## config.mk

```make
export PLATFORM = sky130hd
export DESIGN_NAME = uart_receiver
export DESIGN_NICKNAME = d
export VERILOG_FILES = /design/src/rtl/uart_pkg.sv /design/src/rtl/uart_rx_sync.sv /design/src/rtl/uart_receiver.sv
export SDC_FILE = /design/constraint.sdc
export NUM_CORES = 1
export LEC_CHECK = 0
export CAP_MARGIN = 20
export CORE_ASPECT_RATIO = 1.2
export CORE_UTILIZATION = 40
export CTS_CLUSTER_SIZE = 14
export DETAILED_ROUTE_END_ITERATION = 10
export DONT_BUFFER_PORTS = 1
export HOLD_SLACK_MARGIN = 0.05
export PLACE_DENSITY = 0.6
export SLEW_MARGIN = 25
export SYNTH_ARGS = -nofsm -noshare
export SYNTH_HDL_FRONTEND = slang
export SYNTH_SLANG_ARGS = --single-unit
```

## constraint.sdc

```tcl
create_clock -name clk -period 4.67 [get_ports clk]
set_clock_uncertainty 0.1 [all_clocks]
set_input_delay 0.934 -clock clk [delete_from_list [all_inputs] [get_ports clk]]
set_output_delay 0.934 -clock clk [all_outputs]
set_load 0.05 [all_outputs]
```

## src/rtl/uart_pkg.sv

```systemverilog
// Shared UART definitions used by the transmitter and the receiver.
package uart_pkg;

    localparam int UART_CLKS_PER_BIT = 4;
    localparam int UART_DATA_BITS    = 8;
    localparam int UART_FRAME_BITS   = 10;

    typedef enum logic [2:0] {
        IDLE,
        START,
        DATA,
        STOP,
        BREAK
    } uart_rx_state_t;

endpackage

```

## src/rtl/uart_rx_sync.sv

```systemverilog
// Two-flop synchronizer for an asynchronous input pin; both flops reset to 1 (idle line).
module uart_rx_sync (
    input  logic clk,
    input  logic reset,
    input  logic async_in,
    output logic rx_s
);

    logic meta;

    // NOTE: non-blocking assignments make both flops sample in the same edge, forming a real two-stage chain.
    always_ff @(posedge clk) begin
        if (reset) begin
            meta <= 1'b1;
            rx_s <= 1'b1;
        end else begin
            meta <= async_in;
            rx_s <= meta;
        end
    end

endmodule

```

## src/rtl/uart_receiver.sv

```systemverilog
// UART receiver: 8N1 frames, mid-bit sampling, one-cycle valid / frame_err pulses.
module uart_receiver
    import uart_pkg::*;
#(
    parameter int CLKS_PER_BIT = UART_CLKS_PER_BIT
) (
    input  logic       clk,
    input  logic       reset,
    input  logic       rx_in,
    output logic [7:0] byte_out,
    output logic       valid,
    output logic       frame_err,
    output logic       busy
);

    localparam int HALF_BIT = CLKS_PER_BIT / 2;
    localparam int CNT_W    = $clog2(CLKS_PER_BIT);

    localparam logic [CNT_W-1:0] HALF_LAST = CNT_W'(HALF_BIT - 1);
    localparam logic [CNT_W-1:0] BIT_LAST  = CNT_W'(CLKS_PER_BIT - 1);
    localparam logic [2:0]       IDX_LAST  = 3'(UART_DATA_BITS - 1);

    uart_rx_state_t   state, state_next;
    logic             rx_s;
    logic [CNT_W-1:0] bit_cnt;
    logic [2:0]       idx;
    logic [7:0]       shreg;
    logic             half_done, bit_done;

    uart_rx_sync u_sync (
        .clk      (clk),
        .reset    (reset),
        .async_in (rx_in),
        .rx_s     (rx_s)
    );

    assign half_done = (bit_cnt == HALF_LAST);
    assign bit_done  = (bit_cnt == BIT_LAST);

    always_ff @(posedge clk) begin
        if (reset) state <= IDLE;
        else       state <= state_next;
    end

    // NOTE: state_next gets a default before the case so no path leaves it unassigned (no latch).
    always_comb begin
        state_next = state;
        case (state)
            IDLE:  if (!rx_s) state_next = START;
            START: if (half_done) state_next = rx_s ? IDLE : DATA;
            DATA:  if (bit_done && idx == IDX_LAST) state_next = STOP;
            STOP:  if (bit_done) state_next = rx_s ? IDLE : BREAK;
            BREAK: if (rx_s) state_next = IDLE;
            default: state_next = IDLE;
        endcase
    end

    always_comb begin
        busy = (state != IDLE);
    end

    // Datapath: bit timing, shift register and the result pulses.
    always_ff @(posedge clk) begin
        if (reset) begin
            bit_cnt   <= '0;
            idx       <= '0;
            shreg     <= '0;
            byte_out  <= '0;
            valid     <= 1'b0;
            frame_err <= 1'b0;
        end else begin
            valid     <= 1'b0;
            frame_err <= 1'b0;

            if (state_next != state || state == IDLE || state == BREAK || bit_done)
                bit_cnt <= '0;
            else
                bit_cnt <= bit_cnt + CNT_W'(1);

            if (state == START)
                idx <= '0;

            if (state == DATA && bit_done) begin
                shreg[idx] <= rx_s;
                idx        <= idx + 3'd1;
            end

            if (state == STOP && bit_done) begin
                if (rx_s) begin
                    byte_out <= shreg;
                    valid    <= 1'b1;
                end else begin
                    frame_err <= 1'b1;
                end
            end
        end
    end

endmodule

```

== Word-level counts from Yosys, hierarchy flattened ==
Cells that the tools add are included.
Storage, ports and cells
  register bits: 28
  bits in latches: 0
  memory bits (writable): 0
  memory bits (read-only): 0
  input bits: 3
  output and inout bits: 11
  logic and storage cells: 50
  memories: 0
Cells by class
  $add $sub $neg: 2
  multiply operators: 0
  divide/modulo/power cells: 0
  order comparisons: 2
  equal/unequal tests: 8
  shift operators: 0
  mux-type cells: 15
  bitwise operators: 1
  reductions and logical operators: 13
Operators with widths (count)
  3-bit two-way mux: 8
  3-bit one-hot mux with 5 select lines: 1
  8-bit bitwise mux: 1
  3-bit by 2-bit equality test with 1-bit output, second input constant: 2
  3-bit equality test, second input constant: 2
  1-bit logical AND: 4
  3-bit by 4-bit less-than comparator with 1-bit output, second input constant: 1
  2-bit OR reduction: 2
  3-bit by 1-bit adder with 3-bit output, second input constant: 1
  1-bit demux with 3-bit select: 1
  3-bit by 1-bit equality test with 1-bit output, second input constant: 1
  3-bit by 1-bit >= comparator with 1-bit output, second input constant: 1
  3-bit zero test: 1
  1-bit logical OR: 3
  1-bit two-way mux: 3
  3-bit != test: 1
  3-bit nonzero test: 1
  2-bit by 1-bit adder with 2-bit output, second input constant: 1
  2-bit by 1-bit equality test with 1-bit output, second input constant: 1
  2-bit equality test, second input constant: 1
  2-bit two-way mux: 1
  2-bit AND reduction: 1
  2-bit nonzero test: 1
  1-bit NOT: 1

== Longest topological paths before layout ==
Gate-level depths: netlist (run 1).
  depth after elaboration: 9
  depth in mapped cells: 6
  gate-level depth less buffers: 5

== Modules after synthesis ==
Synthesis (run 1) repeated with hierarchy kept, for this count alone.
Unflattened totals
  cells, all modules: 145
  area, all modules: 1318.8 µm²
By module, submodules not included
  uart_receiver: instances 1, cells each 141, area an instance 1266.2 µm², sequential area each 520.5 µm²
  uart_rx_sync: instances 1, cells each 4, area an instance 52.6 µm², sequential area each 40.0 µm²

== Least setup slack after synthesis (run 1) ==
No wires, ideal clock.
  path type: register to output
  start: register state[2]
  end: output busy
  arrival: 1.046 ns
  required time: 3.636 ns
  setup slack: 2.590 ns
  cell stages (with the launch flop): 3
  buffers on the path: 1
  cell sequence: dfxtp_1 > buf_2 > or3_1
Between the ends
  longest elaborated chain between the ends: 1
RTL lines
  start: declaration: line uart_receiver.sv:23  | uart_rx_state_t state, state_next;
  start signal: assignment: line uart_receiver.sv:42  | else state <= state_next;
  3-bit nonzero test: line uart_receiver.sv:59  | busy = (state != IDLE);
  end: declaration: line uart_receiver.sv:13  | output logic busy
Every way passes these cells.

== Final worst setup path (run 1) ==
  start: register state[0]
  end: output busy
The elaborated chain is that of the path after synthesis.

==> flow_summary_export.csv, run 1 <==
group,metric,value,unit
worst_setup_path,cp_slowest_cell,"or3_1",
drt,drt_wl_total,2.270,mm
grt,grt_max_degree,30,
clock_network,cts_resized,0,
logic_synthesis,ys_ff_latch,28,
clock_network,cts_tree,"built",
sta,rsz0062_at_grt,"false",
logic_synthesis,synthTopCellsByCount,"dfxtp_1, a21oi_1, nand2b_1, nand3_1, o21ai_1",
worst_setup_path,critPathMaxStageDelay,0.63,ns
logic_synthesis,syn_nets,146,
logic_synthesis,synth_top_cell_area_share,0.4354,
sta,min_period_over_period,0.5297,
final_layout,nets,138,
placement,gp_congestion,0.6824,
sta,relSlewSlack,0.6606,
worst_setup_path,worstPathCellList,"or3_1",
sta,setup_viol,0,
floorplan,row_count,22,
final_layout,final_util,0.4275,
worst_setup_path,setup.worst_path.start_class,"flip-flop",
clock_network,post_cts_buffers,0,
logic_synthesis,yosysMostFrequentCell,"dfxtp_1",
sta,final_hold_viol_count,0,
clock_network,cts_hold_buf,0,
pwr,power.leakage,0.4730,nW
worst_setup_path,cp.required,3.64,ns
sta,report.final.slew_viol_count,0,
logic_synthesis,synth_warnings,0,
clock_network,cts_buffers,3,
final_layout,drive_above_1_share,0.03846,
placement,port_buffers,0,
logic_synthesis,async_reset_ff_frac,0,
drt,antenna_left,0,
logic_synthesis,yosysSeqAreaShare,0.4354,
floorplan,pin_count,14,
worst_setup_path,crit_type,"flip-flop to output port",
floorplan,core_area,3055,µm²
logic_synthesis,syn_avg_cell_area,9.262,µm²
logic_synthesis,post_synth_num_cell_types,35,
worst_setup_path,worstPathMaxFanout,15,
drt,drcViolationCount,0,
logic_synthesis,synthCells,139,
drt,drt_iter0_markers,47,
clock_network,cts_max_level,1,
grt,antenna_found_initial,0,
drt,dr_total_vias,928,
drt,wl_per_cell,13.67,µm
grt,grt_overflow_total,0,
worst_setup_path,path_delay_family,"simple AND/OR/NAND/NOR gates",
outcome,status,"complete, no violations",
clock_network,cts_sinks,28,
pwr,pwr_density_cell,286.6,nW/µm²
clock_network,insertion_delay,0.33,ns
floorplan,start_util,0.4214,
logic_synthesis,syn-cell-area,1287,µm²
grt,grtUsageTotal,0.1489,
floorplan,die-area,3451,µm²
placement,dp_hpwl,1.504,mm
clock_network,clk_pin_slew,0.15,ns
clock_network,max-clock-path-buffers,2,
floorplan,die_h,64.15,µm
logic_synthesis,synth_edf_count,0,
final_layout,diodes,0,
floorplan,die_width,53.79,µm
logic_synthesis,synth_top_cell_by_area,"dfxtp_1",
clock_network,root_buffer,"clkbuf_4",
worst_setup_path,worstPathArrival,1.44,ns
pwr,irDropWorstVdd,0.0001163,V
final_layout,area_growth,1.457,%
sta,clock.fmax,0.4042,GHz
sta,fin_crit,2.474,ns
pwr,total_power,0.0003744,W
sta,tightest_slew,0.5083,ns
grt,grt_pass1_vias,880,
grt,grt_pass1_wl,3.864,mm
logic_synthesis,synth_area_leaders,"dfxtp_1, mux2i_1, nand2b_1, a21oi_1, ha_1",
drt,vias_per_cell,5.590,
sta,fin_setup_tns,0,ns
hold_path,hold_path.class,"flip-flop to flip-flop",
worst_setup_path,crit_buf_inv,0,
run,drv_cap,0,
worst_setup_path,cp-end-kind,"output port",
logic_synthesis,synthFlopType,"dfxtp_1",
drt,drt_first_pass_iters,4,
[cell type report]
type,instances,area (µm²)
Fill cell,315,1749
Multi-Input combinational cell,96,656.9
Sequential cell,28,560.5
Tap cell,36,45.04
Clock buffer,4,36.28
Inverter,2,7.507
[stage by stage]
stage	instances	hold slack, ns	setup slack [ns]	cell area, µm²
final	166	0.3326	2.196	1306
after floorplan	139	0.2832	2.590	1287
after detailed placement	162	0.3027	2.591	1270
after CTS	166	0.3378	2.196	1306
after global routing	166	0.3516	2.098	1306
after global placement	162	0.2889	2.617	1270
[cells in the final DEF, fill, tap and decap left out, types with 2 or more instances in the layout]
| cell type | instances |
|---|---|
| nor2b_1 | 2 |
| clkbuf_4 | 3 |
| or2_1 | 2 |
| inv_1 | 2 |
| o21ai_1 | 9 |
| nand2b_1 | 12 |
| nand3_1 | 10 |
| nor3_1 | 7 |
| nand4b_1 | 4 |
| ha_1 | 4 |
| and2_1 | 2 |
| nand2_1 | 2 |
| nor2_1 | 4 |
| dfxtp_1 | 28 |
| a21oi_1 | 12 |
| or3_1 | 2 |
| o2bb2ai_1 | 2 |
| mux2i_1 | 8 |
[cells by family after synthesis]
group,after synthesis,share of synthesized area
AO/OA/AOI/OAI,27,0.1186
multiplexers,9,0.08261
AND/OR/NAND/NOR,56,0.2702
flip-flops,28,0.4354
adder cells (fa/ha/maj),4,0.03887
buffers and inverters,15,0.05442
[worst paths after layout]
kind               startpoint  cells after the start  slack (ns)           to
setup / recovery     state[0]                      1        2.20         busy
hold / removal    u_sync.meta                      1        0.33  u_sync.rx_s
setup reg to reg   bit_cnt[0]                      4        2.82     shreg[2]
hold reg to reg   u_sync.meta                      1        0.33  u_sync.rx_s
[registers in the layout, indices dropped and copies added, names as in the netlist]
signal,flops
byte_out,8
frame_err,1
shreg,8
bit_cnt,2
valid,1
u_sync.rx_s,1
state,3
u_sync.meta,1
idx,3
[routing by layer]
metal	GRT usage	up-vias	part of all wire
met5	0	-	0
met2	0.2330	17	0.44
met1	0.1928	430	0.51
met3	0.03095	5	0.031
met4	0.05921	0	0.019
li1	-	476	-
[power breakdown]
part	internal [W]	switching, W
Combinational	0.00000530	0.00000588
Sequential	0.000241	0.00000332
Clock	0.0000478	0.0000715
Total	0.000294	0.0000807
Note: power is estimated with default switching activity, not from simulation.
==> inputs of run 2 (changes only) <==
--- a/config.mk
+++ b/config.mk
@@ -5,6 +5,7 @@
 export SDC_FILE = /design/constraint.sdc
 export NUM_CORES = 1
 export LEC_CHECK = 0
+export ABC_AREA = 1
 export CAP_MARGIN = 20
 export CORE_ASPECT_RATIO = 1.2
 export CORE_UTILIZATION = 40
==> constraint.sdc (replaced) <==
create_clock -name clk -period 2.6 [get_ports clk]
set_clock_uncertainty 0.1 [all_clocks]
set_input_delay 0.52 -clock clk [delete_from_list [all_inputs] [get_ports clk]]
set_output_delay 0.52 -clock clk [all_outputs]
set_load 0.05 [all_outputs]
==> run 2 against run 1 <==
Effect of this change: cell count grew 15%; via count grew 3.3%; combinational power increased by 85%; largest power group unchanged; highest routed layer unchanged.
==> flow_summary_export.csv, run 2 <==
group,metric,value,unit
logic_synthesis,yosysMostFrequentCell,"nor2_1",
logic_synthesis,syn-cell-area,1180,µm²
logic_synthesis,post_synth_num_cell_types,20,
logic_synthesis,synthCells,157,
floorplan,die_h,61.50,µm
clock_network,cts_tree,"built",
floorplan,die_width,51.58,µm
worst_setup_path,critPathMaxStageDelay,0.53,ns
worst_setup_path,worstPathArrival,1.37,ns
run,drv_cap,0,
placement,post-place-cells,187,
logic_synthesis,synthAdderAreaFrac,0.04242,
final_layout,diodes,0,
logic_synthesis,synthMuxAreaShare,0,
clock_network,cts_sinks,28,
worst_setup_path,cp_slowest_cell,"dfxtp_1",
clock_network,max-clock-path-buffers,2,
clock_network,insertion_delay,0.34,ns
sta,rsz0062_at_grt,"false",
drt,wl_per_cell,11.13,µm
grt,antenna_found_initial,0,
drt,drt_iter0_markers,16,
sta,report.final.slew_viol_count,0,
outcome,status,"complete, no violations",
drt,drt_wl_total,2.125,mm
logic_synthesis,synth_xor_area_frac,0,
logic_synthesis,synth_top_family_by_area,"simple AND/OR/NAND/NOR gates",
worst_setup_path,cp.required,1.98,ns
pwr,pwr_density_cell,592.6,nW/µm²
logic_synthesis,synth_warnings,0,
final_layout,final_common_cell,"nor2_1",
sta,clock.fmax,0.5034,GHz
placement,dp_hpwl,1.572,mm
placement,dpl_worst_slack,1.018,ns
clock_network,root_buffer,"clkbuf_4",
logic_synthesis,async_reset_ff_frac,0,
grt,grt_pass1_wl,3.574,mm
placement,port_buffers,0,
sta,fin_crit,1.987,ns
final_layout,nets,165,
sta,setup_ws,0.6133,ns
clock_network,post_cts_buffers,0,
sta,tightest_slew,0.5033,ns
logic_synthesis,synth_top_cell_by_area,"dfxtp_1",
logic_synthesis,syn_nets,164,
worst_setup_path,worstPathMaxFanout,8,
final_layout,n_fill_cell,296,
final_layout,drive_above_1_share,0.09554,
worst_setup_path,cp-end-kind,"output port",
drt,vias_per_cell,5.021,
logic_synthesis,synth_simple_gate_area_frac,0.3107,
grt,grtUsageTotal,0.1534,
final_layout,area_growth,6.575,%
worst_setup_path,crit_type,"flip-flop to output port",
drt,drt_first_pass_iters,4,
logic_synthesis,synth_compound_area_frac,0.1156,
final_layout,fin_area,1257,µm²
clock_network,cts_hold_buf,0,
floorplan,start_util,0.4236,
grt,grt_overflow_total,0,
drt,dr_total_vias,959,
sta,min_period_over_period,0.7641,
grt,grt_max_degree,17,
floorplan,core_area,2785,µm²
logic_synthesis,synthFlopType,"dfxtp_1",
worst_setup_path,crit_buf_inv,1,
logic_synthesis,synth_top_cell_area_share,0.4751,
final_layout,finalNonFillerCells,191,
hold_path,hold_path.class,"input port to flip-flop",
pwr,power.leakage,0.5531,nW
worst_setup_path,worstPathCellList,"inv_1, nand2_1",
logic_synthesis,syn_avg_cell_area,7.515,µm²
floorplan,pin_count,14,
logic_synthesis,yosysSeqAreaShare,0.4751,
grt,grt_pass1_vias,867,
pwr,irDropWorstVdd,0.0003974,V
clock_network,clk_pin_slew,0.16,ns
clock_network,cts_resized,0,
clock_network,cts_max_level,1,
sta,final_hold_viol_count,0,
floorplan,row_count,21,
sta,setup_viol,0,
drt,antenna_left,0,
logic_synthesis,synth_area_leaders,"dfxtp_1, nor2_1, o21ai_0, nand2_1, ha_1",
worst_setup_path,setup.worst_path.start_class,"flip-flop",
final_layout,most-common-layout-cells,"nor2_1, dfxtp_1, nand2_1, o21ai_0, inv_1",
final_layout,largestRegisters,"byte_out: 8 flops, shreg: 8 flops",
pwr,total_power,0.0007452,W
worst_setup_path,path_delay_family,"flip-flops",
placement,place_area,1205,µm²
floorplan,die-area,3172,µm²
sta,fin_setup_tns,0,ns
placement,gp_congestion,0.8371,
logic_synthesis,ys_ff_latch,28,
logic_synthesis,synth_edf_count,0,
clock_network,cts_buffers,3,
drt,drcViolationCount,0,
logic_synthesis,synthTopCellsByCount,"nor2_1, dfxtp_1, nand2_1, o21ai_0, inv_1",
sta,relSlewSlack,0.6640,
-- run 2: changes by cell type after synthesis, moves of 7 or more --
cell,previous run,this run
nand2b_1,12,0
nor2_1,4,42
o21ai_0,1,15
nand2_1,2,18
inv_1,2,10
mux2i_1,8,0
o21ai_1,9,2
-- run 2: logic make-up (layout without fill, tap and decap cells) --
kind of cell,count (synthesis),in the layout
simple gates,81,81
flops,28,28
compound gates,27,27
buf+inv,17,17
fa+ha+maj,4,4
-- run 2: path summary, 6_finish.rpt --
check              start     endpoint  slack [ns]  cells after the start
min reg2reg  u_sync.meta  u_sync.rx_s        0.33                      1
min                reset       idx[0]        0.12                      1
max reg2reg   bit_cnt[0]     shreg[6]        1.01                      6
max             state[2]         busy        0.61                      2
-- run 2: per-layer routing --
metal / global-route usage / wire (µm) / vias to the layer above
li1: - / - / 506
met1: 0.1709 / 990 / 424
met2: 0.2764 / 1027 / 24
met3: 0.02716 / 67 / 5
met4: 0.08494 / 40 / 0
met5: 0 / 0 / -
-- run 2: stage by stage --
step | util | hold slack (ns)
after floorplan | - | 0.2895
after global placement | 0.4326 | 0.2951
after detailed placement | 0.4326 | 0.2968
after CTS | 0.4515 | 0.1211
after global routing | 0.4515 | 0.1076
final | 0.4515 | 0.1223
-- run 2: final cells by class --
class | count | area (µm²) | area share
clock buffers | 3 | 22.52 | 0.01791
inverters | 13 | 48.80 | 0.03881
well taps | 34 | 42.54 | 0.03383
flip-flops and latches | 28 | 560.5 | 0.4458
multi-input cells | 112 | 553.0 | 0.4398
clock inverters | 1 | 30.03 | 0.02388
-- run 2: power by group --
part / total [W] / switching [W] / leakage [nW] / internal [W]
sequential: 0.000436 / 0.00000336 / 0.226 / 0.000432
combinational: 0.0000207 / 0.0000148 / 0.299 / 0.00000589
clock: 0.000289 / 0.000133 / 0.0279 / 0.000156
total: 0.000745 / 0.000151 / 0.553 / 0.000594
-- run 2: worst register-to-register path: stages (launching register included) --
cell	delay (ns)
dfxtp_1	0.38
ha_1	0.27
inv_2	0.08
nor3_4	0.31
nand2_4	0.11
o21ai_0	0.16
a21oi_1	0.08
==> inputs of run 3 (changes only) <==
--- a/config.mk
+++ b/config.mk
@@ -5,7 +5,7 @@
 export SDC_FILE = /design/constraint.sdc
 export NUM_CORES = 1
 export LEC_CHECK = 0
-export ABC_AREA = 1
+export ABC_AREA = 0
 export CAP_MARGIN = 20
 export CORE_ASPECT_RATIO = 1.2
 export CORE_UTILIZATION = 40
@@ -13,7 +13,7 @@
 export DETAILED_ROUTE_END_ITERATION = 10
 export DONT_BUFFER_PORTS = 1
 export HOLD_SLACK_MARGIN = 0.05
-export PLACE_DENSITY = 0.6
+export PLACE_DENSITY = 0.62
 export SLEW_MARGIN = 25
 export SYNTH_ARGS = -nofsm -noshare
 export SYNTH_HDL_FRONTEND = slang
==> constraint.sdc (replaced) <==
create_clock -name clk -period 1.6 [get_ports clk]
set_clock_uncertainty 0.1 [all_clocks]
set_input_delay 0.32 -clock clk [delete_from_list [all_inputs] [get_ports clk]]
set_output_delay 0.32 -clock clk [all_outputs]
set_load 0.05 [all_outputs]
==> run 3 against run 2 <==
Effect of this change: the flow now finishes with violations (setup timing); non-clock buffer count grew 19; global-route usage is 1.8 points higher; hold slack lost 0.068 ns; sequential share of layout area fell by 7.3 points; largest cell class is now multi-input gates.
==> flow_summary_export.csv, run 3 (same netlist as run 1, synthesis figures left out) <==
group,metric,value,unit
outcome,status,"finished with violations",
outcome,violations,"setup timing",
floorplan,core_area,3055,µm²
final_layout,multi_input_area,701.9,µm²
grt,grt_max_degree,22,
pwr,pwr_density_cell,812.1,nW/µm²
drt,drcViolationCount,0,
worst_setup_path,cp-end-kind,"output port",
drt,wl_per_cell,14.54,µm
sta,holdWs,0.05427,ns
drt,drt_iter0_markers,15,
sta,relSlewSlack,0.5116,
drt,dr_total_vias,1028,
final_layout,largestRegisters,"byte_out: 8 flops, shreg: 8 flops",
floorplan,die_width,53.79,µm
worst_setup_path,crit_buf_inv,0,
hold_path,hold_path.class,"input port to flip-flop",
clock_network,insertion_delay,0.34,ns
pwr,irDropWorstVdd,0.0005305,V
pwr,p_seq_frac,0.566,
placement,gp_congestion,0.7677,
grt,grtUsageTotal,0.1713,
sta,report.final.slew_viol_count,0,
floorplan,start_util,0.4214,
clock_network,cts_max_level,1,
final_layout,final_common_cell,"dfxtp_1",
sta,final_hold_viol_count,0,
worst_setup_path,crit_type,"flip-flop to output port",
floorplan,die_h,64.15,µm
clock_network,cts_sinks,28,
placement,place_area,1345,µm²
pwr,swShare,0.2106,
final_layout,area_growth,19.34,%
worst_setup_path,worstPathArrival,1.19,ns
drt,antenna_left,0,
clock_network,cts_buffers,3,
worst_setup_path,worstPathMaxFanout,2,
sta,tightest_slew,0.7302,ns
floorplan,pin_count,14,
final_layout,nets,157,
sta,fin_crit,1.612,ns
drt,vias_per_cell,5.557,
grt,antenna_found_initial,0,
final_layout,most-common-layout-cells,"dfxtp_1, buf_4, a21oi_1, nand2b_1, nand3_1",
pwr,pwr-share-clk,0.381,
final_layout,drive_above_1_share,0.2215,
placement,dp_hpwl,1.657,mm
pwr,total_power,0.001248,W
sta,clock.fmax,0.6203,GHz
clock_network,root_buffer,"clkbuf_4",
sta,min_period_over_period,1.008,
drt,drt_wl_total,2.690,mm
clock_network,cts_tree,"built",
grt,grt_pass1_wl,4.367,mm
drt,drt_first_pass_iters,4,
grt,grt_overflow_total,0,
final_layout,n_fill_cell,290,
sta,setup_ws,-0.01214,ns
placement,port_buffers,0,
worst_setup_path,setup.worst_path.start_class,"flip-flop",
pwr,power.share.combinational,0.053,
final_layout,fin_area,1536,µm²
grt,grt_pass1_vias,973,
run,drv_cap,0,
pwr,intPower,0.0009850,W
worst_setup_path,worstPathCellList,"or3_4",
worst_setup_path,cp.required,1.18,ns
final_layout,regArea,573.1,µm²
sta,setup_viol,1,
clock_network,max-clock-path-buffers,2,
pwr,switchingPower,0.0002627,W
floorplan,die-area,3451,µm²
final_layout,diodes,0,
pwr,power.leakage,0.5773,nW
worst_setup_path,critPathMaxStageDelay,0.48,ns
sta,rsz0062_at_grt,"true",
worst_setup_path,path_delay_family,"simple AND/OR/NAND/NOR gates",
worst_setup_path,cp_slowest_cell,"or3_4",
floorplan,row_count,22,
clock_network,clk_pin_slew,0.15,ns
-- run 3: path summary, 6_finish.rpt --
check | startpoint | to | slack, ns | cells past startpoint
setup / recovery | state[1] | busy | -0.01 | 1
hold / removal | reset | shreg[0] | 0.05 | 2
setup reg to reg | state[0] | shreg[2] | 0.05 | 4
hold reg to reg | u_sync.meta | u_sync.rx_s | 0.33 | 1
-- run 3: power groups by stage --
stage,sequential [W],combinational [W],clock [W]
5_1_grt,0.000707,0.0000724,0.000503
2_1_floorplan,0.000720,0.0000428,0
4_1_cts,0.000706,0.0000602,0.000482
6_report,0.000706,0.0000665,0.000475
3_5_place_dp,0.000726,0.0000351,0
3_3_place_gp,0.000726,0.0000348,0
-- run 3: what timing repair did --
item                       4_1_cts  5_1_grt
gates cloned                     0        0
buffers inserted                 4        1
setup endpoints to repair        3       10
hold buffers                     3        1
gates resized for setup          8        9
pin swaps                        1        1
hold endpoints to repair        21        1
-- run 3: area by class of cell --
| type | instances | area share |
|---|---|---|
| clock buffers | 3 | 0.01466 |
| repair buffers | 19 | 0.1018 |
| multi-input cells | 96 | 0.4568 |
| well taps | 36 | 0.02932 |
| inverters | 2 | 0.004886 |
| flip-flops and latches | 28 | 0.3730 |
| clock inverters | 1 | 0.01954 |
-- run 3: per-layer routing --
layer / GRT usage / wire length [µm] / vias to the layer above
met1: 0.2023 / 1217 / 486
met2: 0.2824 / 1337 / 19
met3: 0.03095 / 70 / 6
met4: 0.08882 / 64 / 0
met5: 0 / 0 / -
li1: - / - / 517
-- run 3: metrics by stage --
step                utilization  setup slack [ns]  cells  TNS (ns)
floorplan                     -           0.02133    139         0
global placement         0.4402           0.06162    172         0
detailed placement       0.4402          -0.01373    172  -0.01429
CTS                      0.4828          -0.01035    183  -0.01035
global route             0.5029          -0.03500    185  -0.03979
finish                   0.5029          -0.01214    185  -0.01214
